## src/rtl/ad_pkg.sv

```systemverilog
`default_nettype none
// ============================================================================
//  Module   : ad_pkg
//  Purpose  : Shared constants and FSM encoding for the AD7276-class reader
//  Revision : 1.0  initial release
// ============================================================================
package ad_pkg;

    // One conversion frame: 2 leading zeros, 12 data bits, 2 trailing zeros
    localparam int AD_FRAME_BITS = 16;
    localparam int AD_DATA_W     = 12;
    localparam int AD_LEAD_ZEROS = 2;

    // Bit counter has to reach AD_FRAME_BITS itself, hence the +1
    localparam int AD_BIT_CNT_W  = $clog2(AD_FRAME_BITS + 1);

    typedef enum logic [1:0] {
        S_IDLE  = 2'd0,
        S_SETUP = 2'd1,
        S_SHIFT = 2'd2,
        S_QUIET = 2'd3
    } ad_state_t;

endpackage : ad_pkg
`default_nettype wire

```

## src/rtl/ad_sclk_gen.sv

```systemverilog
`default_nettype none
// ============================================================================
//  Module   : ad_sclk_gen
//  Purpose  : SCLK generator for one 16-bit ADC frame. A CLK_DIV phase
//             counter toggles sclk; rise/fall are one-cycle ticks that mark
//             the clk_sys edge driving sclk 0->1 / ending a high phase.
//             sclk is forced low by start and parks high when not running.
//  Revision : 1.0  initial release
// ============================================================================
module ad_sclk_gen
    import ad_pkg::*;
#(
    parameter int CLK_DIV = 4
) (
    input  logic clk_sys,
    input  logic rst_n,
    input  logic start,   // edge that enters the shift phase: drive sclk low
    input  logic run,     // FSM currently in the shift phase
    output logic sclk,
    output logic rise,    // this edge drives sclk 0->1 (sample point)
    output logic fall,    // this edge ends a high phase
    output logic last     // all AD_FRAME_BITS rising edges already issued
);

    localparam int                      DIV_W    = $clog2(CLK_DIV);
    localparam logic [DIV_W-1:0]        DIV_LAST = DIV_W'(CLK_DIV - 1);
    localparam logic [AD_BIT_CNT_W-1:0] BITS_ALL = AD_BIT_CNT_W'(AD_FRAME_BITS);

    logic [DIV_W-1:0]        div_cnt;
    logic [AD_BIT_CNT_W-1:0] bit_cnt;
    logic                    wrap;

    assign wrap = run && (div_cnt == DIV_LAST);
    assign rise = wrap && !sclk;
    assign fall = wrap &&  sclk;
    assign last = (bit_cnt == BITS_ALL);

    // Half-period counter, sclk toggle and rising-edge count; after the final
    // high phase sclk is left high so the frame ends with sclk idle.
    always_ff @(posedge clk_sys or negedge rst_n) begin
        if (!rst_n) begin
            sclk    <= 1'b1;
            div_cnt <= '0;
            bit_cnt <= '0;
        end else if (start) begin
            sclk    <= 1'b0;
            div_cnt <= '0;
            bit_cnt <= '0;
        end else if (!run) begin
            sclk    <= 1'b1;
            div_cnt <= '0;
            bit_cnt <= '0;
        end else if (wrap) begin
            div_cnt <= '0;
            if (!sclk) begin
                sclk    <= 1'b1;
                bit_cnt <= bit_cnt + AD_BIT_CNT_W'(1);
            end else if (!last) begin
                sclk    <= 1'b0;
            end
        end else begin
            div_cnt <= div_cnt + DIV_W'(1);
        end
    end

endmodule : ad_sclk_gen
`default_nettype wire

```

## src/rtl/ad_rd.sv

```systemverilog
`default_nettype none
// ============================================================================
//  Module   : ad_rd
//  Purpose  : Serial reader for one AD7276-class 12-bit ADC channel. Paces
//             conversions from SAMPLE_PERIOD, runs one 16-clock frame per
//             trigger, strobes ad_vld with the captured sample and counts
//             triggers that arrive while a frame is still busy.
//  Config   : AD_TEST_PATTERN_EN - ad_data carries a per-frame ramp
//             (0,1,2,...) instead of the shifted sdata value.
//  Revision : 1.0  initial release
// ============================================================================
module ad_rd
    import ad_pkg::*;
#(
    parameter int CLK_DIV       = 4,
    parameter int SAMPLE_PERIOD = 200,
    parameter int QUIET         = 8
) (
    input  logic                 clk_sys,
    input  logic                 rst_n,
    input  logic                 enable,
    input  logic                 sdata,
    output logic                 cs_n,
    output logic                 sclk,
    output logic [AD_DATA_W-1:0] ad_data,
    output logic                 ad_vld,
    output logic                 ad_busy,
    output logic [7:0]           ad_miss
);

    localparam int                TRIG_W     = $clog2(SAMPLE_PERIOD + 1);
    localparam int                PH_MAX     = (CLK_DIV > QUIET) ? CLK_DIV : QUIET;
    localparam int                PH_W       = $clog2(PH_MAX + 1);
    localparam logic [TRIG_W-1:0] TRIG_LAST  = TRIG_W'(SAMPLE_PERIOD - 1);
    localparam logic [PH_W-1:0]   SETUP_LAST = PH_W'(CLK_DIV - 1);
    localparam logic [PH_W-1:0]   QUIET_LAST = PH_W'(QUIET - 1);
    // MSB of the data field inside the frame shift register
    localparam int                DATA_MSB   = AD_FRAME_BITS - AD_LEAD_ZEROS - 1;

    ad_state_t                state;
    ad_state_t                state_nxt;
    logic [TRIG_W-1:0]        trig_cnt;
    logic                     trig;
    logic [PH_W-1:0]          ph_cnt;
    logic [AD_FRAME_BITS-1:0] shift_reg;
    logic [AD_DATA_W-1:0]     sample_word;
    logic                     sclk_rise;
    logic                     sclk_fall;
    logic                     sclk_last;
    logic                     frame_done;
    logic                     cs_n_nxt;
    logic                     busy_nxt;
    logic                     shift_start;
    logic                     shift_run;
    logic                     miss_hit;

    assign trig       = enable && (trig_cnt == TRIG_LAST);
    assign frame_done = sclk_fall && sclk_last;

    // Sample-period counter: held at 0 while disabled, wraps with a trigger
    always_ff @(posedge clk_sys or negedge rst_n) begin
        if (!rst_n) begin
            trig_cnt <= '0;
        end else if (!enable || trig) begin
            trig_cnt <= '0;
        end else begin
            trig_cnt <= trig_cnt + TRIG_W'(1);
        end
    end

    // FSM state register
    always_ff @(posedge clk_sys or negedge rst_n) begin
        if (!rst_n) begin
            state <= S_IDLE;
        end else begin
            state <= state_nxt;
        end
    end

    // FSM next-state logic; a trigger outside S_IDLE never alters the frame
    always_comb begin
        state_nxt = state;
        case (state)
            S_IDLE:  if (trig)                 state_nxt = S_SETUP;
            S_SETUP: if (ph_cnt == SETUP_LAST) state_nxt = S_SHIFT;
            S_SHIFT: if (frame_done)           state_nxt = S_QUIET;
            S_QUIET: if (ph_cnt == QUIET_LAST) state_nxt = S_IDLE;
            default:                           state_nxt = S_IDLE;
        endcase
    end

    // FSM outputs; pin-level values are computed from the next state so the
    // pins themselves can be plain flops
    always_comb begin
        cs_n_nxt    = !((state_nxt == S_SETUP) || (state_nxt == S_SHIFT));
        busy_nxt    = (state_nxt != S_IDLE);
        shift_start = (state == S_SETUP) && (state_nxt == S_SHIFT);
        shift_run   = (state == S_SHIFT);
        miss_hit    = trig && (state != S_IDLE);
    end

    // Cycle counter for the setup and quiet phases, cleared on state change
    always_ff @(posedge clk_sys or negedge rst_n) begin
        if (!rst_n) begin
            ph_cnt <= '0;
        end else if (state_nxt != state) begin
            ph_cnt <= '0;
        end else if ((state == S_SETUP) || (state == S_QUIET)) begin
            ph_cnt <= ph_cnt + PH_W'(1);
        end else begin
            ph_cnt <= '0;
        end
    end

    ad_sclk_gen #(
        .CLK_DIV (CLK_DIV)
    ) u_sclk_gen (
        .clk_sys (clk_sys),
        .rst_n   (rst_n),
        .start   (shift_start),
        .run     (shift_run),
        .sclk    (sclk),
        .rise    (sclk_rise),
        .fall    (sclk_fall),
        .last    (sclk_last)
    );

    // Frame shift register, MSB first, loaded on each sclk rising edge
    always_ff @(posedge clk_sys or negedge rst_n) begin
        if (!rst_n) begin
            shift_reg <= '0;
        end else if (sclk_rise) begin
            shift_reg <= {shift_reg[AD_FRAME_BITS-2:0], sdata};
        end
    end

`ifdef AD_TEST_PATTERN_EN
    logic [AD_DATA_W-1:0] pattern;
    logic                 unused_frame_bits;

    // Ramp source: advances once per completed frame, wraps naturally
    always_ff @(posedge clk_sys or negedge rst_n) begin
        if (!rst_n) begin
            pattern <= '0;
        end else if (frame_done) begin
            pattern <= pattern + AD_DATA_W'(1);
        end
    end

    assign sample_word       = pattern;
    // The serial capture still runs so pin timing is identical; its content
    // is simply not used in this build.
    assign unused_frame_bits = ^shift_reg;
`else
    logic unused_frame_bits;

    assign sample_word       = shift_reg[DATA_MSB -: AD_DATA_W];
    // Leading and trailing zero bits are dropped without being checked
    assign unused_frame_bits = ^{shift_reg[AD_FRAME_BITS-1 -: AD_LEAD_ZEROS],
                                 shift_reg[AD_LEAD_ZEROS-1:0]};
`endif

    // Sample capture and valid strobe, coincident with cs_n returning high
    always_ff @(posedge clk_sys or negedge rst_n) begin
        if (!rst_n) begin
            ad_data <= '0;
            ad_vld  <= 1'b0;
        end else begin
            ad_vld <= frame_done;
            if (frame_done) begin
                ad_data <= sample_word;
            end
        end
    end

    // Registered chip select and busy flag
    always_ff @(posedge clk_sys or negedge rst_n) begin
        if (!rst_n) begin
            cs_n    <= 1'b1;
            ad_busy <= 1'b0;
        end else begin
            cs_n    <= cs_n_nxt;
            ad_busy <= busy_nxt;
        end
    end

    // Saturating count of triggers dropped because a frame was in progress
    always_ff @(posedge clk_sys or negedge rst_n) begin
        if (!rst_n) begin
            ad_miss <= '0;
        end else if (miss_hit && (ad_miss != 8'hFF)) begin
            ad_miss <= ad_miss + 8'd1;
        end
    end

endmodule : ad_rd
`default_nettype wire

```

## config.mk

```make
export PLATFORM = sky130hd
export DESIGN_NAME = ad_rd
export DESIGN_NICKNAME = d
export VERILOG_FILES = /design/src/rtl/ad_pkg.sv /design/src/rtl/ad_sclk_gen.sv /design/src/rtl/ad_rd.sv
export SDC_FILE = /design/constraint.sdc
export NUM_CORES = 1
export LEC_CHECK = 0
export BUFFER_PORTS_ARGS = -buffer_cell sky130_fd_sc_hd__buf_4
export CORE_ASPECT_RATIO = 0.75
export CORE_MARGIN = 3
export CORE_UTILIZATION = 45
export CTS_CLUSTER_SIZE = 24
export DETAILED_ROUTE_END_ITERATION = 16
export PLACE_DENSITY_LB_ADDON = 0.15
export SETUP_SLACK_MARGIN = 0.4
export SLEW_MARGIN = 20
export SYNTH_ARGS = -nofsm -noshare
export SYNTH_HDL_FRONTEND = slang
export SYNTH_SLANG_ARGS = --single-unit
export TNS_END_PERCENT = 20
```

## constraint.sdc

```tcl
create_clock -name clk_sys -period 5.9 [get_ports clk_sys]
set_clock_uncertainty 0.2 [all_clocks]
set_input_delay 0.885 -clock clk_sys [delete_from_list [all_inputs] [get_ports clk_sys]]
set_output_delay 0.885 -clock clk_sys [all_outputs]
set_load 0.01 [all_outputs]
```

After elaboration in Yosys (flattened, before gate mapping)
Index checks and enable logic that the tools add are counted.
{ "word_totals": {"regBits": 59, "elab_cells": 69, "out_inout_bits": 24, "input_bits": 4} }
{ "op_classes": {"mux": 20, "eq_ne": 14, "reduce_logical": 18, "add_sub_neg": 5} }
{ "ops": {"columns": ["op", "n"], "rows": [
  ["2-to-1 mux 5 bit", 4],
  ["adder 8 x 1 -> 8 bit, second input constant", 2],
  ["2-to-1 mux 2 bit", 7],
  ["== test 2 bit, second input constant", 4],
  ["== test 8 bit, second input constant", 1],
  ["logical AND 1 bit", 8],
  ["2-to-1 mux 4 bit", 2],
  ["2-to-1 mux 8 bit", 1],
  ["inequality test 8 bit, second input constant", 1],
  ["case mux 2 bit (4 select lines)", 1],
  ["inequality test 3 bit, second input constant", 2],
  ["adder 5 x 1 -> 5 bit, second input constant", 1],
  ["== test 5 bit, second input constant", 1],
  ["2-to-1 mux 1 bit", 5],
  ["adder 4 x 1 -> 4 bit, second input constant", 1],
  ["== test 2 x 1 -> 1 bit, second input constant", 2],
  ["== test 4 x 2 -> 1 bit, second input constant", 1],
  ["== test 4 x 3 -> 1 bit, second input constant", 1],
  ["nonzero test 2 bit", 2],
  ["logical NOT 1 bit", 3],
  ["logical OR 1 bit", 3],
  ["adder 2 x 1 -> 2 bit, second input constant", 1],
  ["logical NOT 2 bit", 1],
  ["inequality test 2 bit", 1],
  ["AND reduction 2 bit", 1]
]} }

Logic depth before layout (Yosys ltp)
{ "logic_depth": {"ltp_word": 10, "depth_mapped": 10, "ltp_nobuf": 9} }

Modules after synthesis
From an unflattened synthesis, not the netlist that was laid out.
{ "unflattened": {"hier_cells": 199, "hier_area_um2": 2489.9} }
{ "by_module_without_submodules": {"columns": ["mod", "area_per_inst_um2", "instances", "seq_area_each_um2", "cells_each"], "rows": [
  ["ad_rd", 2090.8, 1, 1277.5, 159],
  ["ad_sclk_gen", 399.1, 1, 201.4, 40]
]} }

Least setup slack after synthesis
Ideal clock, no wire load.
{ "synth_timing": {"kind": "reg-to-reg", "startpoint": "register u_sclk_gen.bit_cnt[0]", "endpoint": "register u_sclk_gen.sclk", "required_ns": 5.627, "n_path_buf": 1, "stages_incl_launch_ff": 11, "setup_ns": 0.073, "arrival_ns": 1.811, "path_slack_ns": 3.816, "synth_period_minus_slack_ns": 2.084, "path_cell_list": "dfrtp_1 -> inv_1 -> ha_1 -> nand4bb_1 -> nor3_4 -> buf_6 -> inv_2 -> o311a_1 -> ha_1 -> and3b_1 -> a21oi_1"} }
{ "synth_via": {"elab_chain_len": 7, "elab_cells_between_ends": 12, "classes_between": "eq/ne (3); mux (7); reduce/logical (2)"} }
{ "synth_lines": {"columns": ["element", "line_no", "text"], "rows": [
  ["from (decl)", "ad_sclk_gen.sv:30", "logic [AD_BIT_CNT_W-1:0] bit_cnt;"],
  ["from (signal assigned)", "ad_sclk_gen.sv:57", "bit_cnt <= bit_cnt + AD_BIT_CNT_W'(1);"],
  ["== test 5 bit (*)", "ad_sclk_gen.sv:36", "assign last = (bit_cnt == BITS_ALL);"],
  ["logical AND 1 bit (*)", "ad_rd.sv:58", "assign frame_done = sclk_fall && sclk_last;"],
  ["net frame_done", "ad_rd.sv:50", "logic frame_done;"],
  ["2-to-1 mux 2 bit (*)", "ad_rd.sv:86", "S_SHIFT: if (frame_done) state_nxt = S_QUIET;"],
  ["case mux 2 bit (4 select lines) (*)", "ad_rd.sv:83", "case (state)"],
  ["== test 2 bit (*)", "ad_rd.sv:97", "shift_start = (state == S_SETUP) && (state_nxt == S_SHIFT);"],
  ["logical AND 1 bit (*)", "ad_rd.sv:97", null],
  ["inequality test 3 bit (no source line) / 2-to-1 mux 1 bit (equally long branches)", null, null],
  ["to (signal assigned)", "ad_sclk_gen.sv:50", "sclk <= 1'b1;"],
  ["to (signal assigned)", "ad_sclk_gen.sv:56", "sclk <= 1'b1;"],
  ["to (signal assigned)", "ad_sclk_gen.sv:59", "sclk <= 1'b0;"],
  ["to (decl)", "ad_sclk_gen.sv:19", "output logic sclk,"]
]} }
The timed path passes the listed nets; every way through them passes the cells marked *. The select of a mux whose other input is x is not followed.
A chain may end at the register's enable or synchronous reset.

Worst setup path in the final report
{ "layout_timing": {"startpoint": "register u_sclk_gen.bit_cnt[0]", "endpoint": "register u_sclk_gen.sclk"} }
{ "layout_via": {"elab_chain_len": 7, "elab_cells_between_ends": 12, "classes_between": "eq/ne (3); mux (7); reduce/logical (2)"} }
{ "layout_lines": {"columns": ["element", "line_no"], "rows": [
  ["== test 5 bit (*)", "ad_sclk_gen.sv:36"],
  ["logical AND 1 bit", "ad_rd.sv:58"],
  ["2-to-1 mux 2 bit", "ad_rd.sv:86"],
  ["case mux 2 bit (4 select lines)", "ad_rd.sv:83"],
  ["== test 2 bit", "ad_rd.sv:97"],
  ["logical AND 1 bit", "ad_rd.sv:97"],
  ["inequality test 3 bit (no source line) / 2-to-1 mux 1 bit (equally long branches)", null]
]} }
Mark *: on every way between the ends. The rest lies on a longest branch, timed or not. The select of a mux whose other input is x is not followed.

==> results.md <==
* Outcome: finished clean
* CTS Hold Bufs at 0
* Io pins at 28
* Critical Path End Type: flip-flop
* Post-DP Area at 2850 um^2
* Htree depth at 3
* Most frequent cells in the layout: dfrtp_1 (57), buf_4 (27), mux2_1 (20)
* Wire length per cell at 12.2 um
* Grt ovf at 0
* Unrepaired setup endpoints after global routing: no
* Synthesized Nets at 211
* Final setup violation count at 0
* Number of global-route vias before repair at 1,416
* WL met1 at 1920 um
* DR WL met2 at 1650 um
* Num CTS Buffers at 9
* Residual DRC at 0
* Post-synthesis sequential area ratio at 0.569
* Static Leak at 1.49 nW
* Setup CP Type: flip-flop to flip-flop
* Cell Pwr Density at 240 nW/um^2
* Post-synth EDFFs at 0
* Crit path arrival time at 2.45 ns
* Crit share post-route at 0.406
* Area of the mapped netlist at 2600 um^2
* CP Max Fanout at 14
* Setup TNS at 0 ns
* Root buf cell: clkbuf_8
* Detailed Routing Iterations Pass 1 at 4
* Initial DRC count at 49
* Initial Util at 0.476
* Max reg flops at 14
* DIE WIDTH at 93.8 um
* Relative slew margins at 0.526
* FMAX at 0.417 GHz
* Required time of the critical path at 5.95 ns
* RD Place Congestion at 0.828
* # Post-CTS Setup Buffers at 0
* Main flop type after synthesis: dfrtp_1
* Max Slew Vio Count at 0
* Final #Nets at 243
* Leading cell type in the layout, fill and taps excluded: dfrtp_1
* IO Port Bufs at 27
* Max_cap viols at 0
* Post-Layout Inst Area at 3010 um^2
* FF+latch count, synth at 59
* Core area at 5470 um^2
* Cell row count at 23
* Layout area overhead at 15.6%
* WL met3 at 155 um
* WHS at 0.246 ns
* Startpoint Class: flip-flop
* Worst-Margin Slew at 0.710 ns
* Synthesized instance count at 199
* GRT Overall Usage at 0.130
* Clk sinks at 59
* Period minus WS final at 2.40 ns
* Vias at 1,494
* CTS tree: done
* Worst vdd ir at 154 uV
* Fin. Hold Viols at 0
* Pin count of the biggest net entering global routing at 60
* Max Buffers Root-to-Sink at 2
* Post-route ant nets at 0
* Syn_area_per_cell at 13.1 um^2
* Vias per std cell at 4.82
* CTS resizes at 0
* Total routed wirelength at 3800 um
* Yosys cell types at 36
* Top routing layer used: met4
* Initial antenna violation count at 0
* Ys Warns at 0
* Ys async rst share at 1.00
* Reg clk slew, reported paths at 0.06 ns
* Global-route wire length before repair at 6720 um
* Number of diodes at 0
* Clk_lat worst skew at 0.32 ns
* Hold Crit Class: flip-flop to flip-flop
* Layout cells sized above 1 at 0.247
* Die height at 71.8 um
* HPWL Detailed at 2630 um
* Die area at 6740 um^2
-- path summary, 6_finish.rpt --
| check | end | start | slack [ns] | cells after the start |
|---|---|---|---|---|
| setup reg to reg | u_sclk_gen.sclk | u_sclk_gen.bit_cnt[0] | 3.50 | 9 |
| min in group asynchronous | shift_reg[12] | rst_n | 0.40 | 1 |
| setup / recovery | u_sclk_gen.sclk | u_sclk_gen.bit_cnt[0] | 3.50 | 9 |
| hold / removal | u_sclk_gen.div_cnt[0] | u_sclk_gen.div_cnt[0] | 0.25 | 1 |
| hold reg to reg | u_sclk_gen.div_cnt[0] | u_sclk_gen.div_cnt[0] | 0.25 | 1 |
| max in group asynchronous | ad_miss[2] | rst_n | 4.61 | 1 |
-- through the flow --
step,instances,utilization,total power (W),worst slack [ns]
2_1_floorplan,199,-,0.000423,3.82
3_3_place_gp,295,0.521,0.000434,3.54
3_5_place_dp,295,0.521,0.000434,3.46
4_1_cts,310,0.550,0.000736,3.45
5_1_grt,310,0.550,0.000758,3.30
6_report,310,0.550,0.000722,3.50
-- area by class of cell --
cell class              count  area (um^2)
clock buffers              12          145
clock inverters             3         15.0
fillers                   492         2460
inverters                   8         30.0
multi-input cells         126         1040
flip-flops and latches     59         1480
well taps                  75         93.8
repair buffers             27          203
-- cells in the mapped netlist, types with 3 or more instances --
| library cell | count | area share |
|---|---|---|
| dfrtp_1 | 57 | 0.55 |
| nand2b_1 | 3 | 0.0072 |
| nand3_1 | 8 | 0.015 |
| and2_1 | 4 | 0.0096 |
| xnor2_1 | 5 | 0.017 |
| nor3_1 | 4 | 0.0077 |
| nand2_1 | 7 | 0.010 |
| nor2_1 | 18 | 0.026 |
| mux2_1 | 20 | 0.087 |
| nand4_1 | 4 | 0.0096 |
| buf_6 | 3 | 0.013 |
| inv_1 | 7 | 0.010 |
| ha_1 | 8 | 0.038 |
| xor2_1 | 13 | 0.044 |
| mux2_4 | 8 | 0.046 |
-- kinds of logic (layout without fill, tap and decap cells) --
| logic type | count (synthesis) | count (layout) | synth area share |
|---|---|---|---|
| flip-flops | 59 | 59 | 0.569 |
| multiplexers | 28 | 28 | 0.133 |
| adder cells (fa/ha/maj) | 8 | 8 | 0.0385 |
| buffers and inverters | 14 | 50 | 0.0313 |
| XOR/XNOR | 18 | 18 | 0.0606 |
| AND/OR/NAND/NOR | 64 | 64 | 0.148 |
| AO/OA/AOI/OAI | 8 | 8 | 0.0207 |
-- per-layer routing --
metal	track usage	vias up
met5	0	-
li1	-	741
met2	0.172	18
met1	0.187	730
met3	0.0567	5
met4	0.0529	0
-- critical path: stages, from the launching register on --
cell and delay, ns:
dfrtp_1 0.42, inv_1 0.07, ha_1 0.14, nand4bb_1 0.18, nor3_4 0.65, inv_2 0.07, o311a_1 0.15, ha_1 0.19
and3b_1 0.15, a21oi_1 0.11
-- where the power goes --
group / total [W] / switching (W) / internal (W)
Combinational: 0.0000147 / 0.0000101 / 0.00000456
Sequential: 0.000411 / 0.00000261 / 0.000409
Clock: 0.000296 / 0.000137 / 0.000159
(Power assumes the default switching activity.)
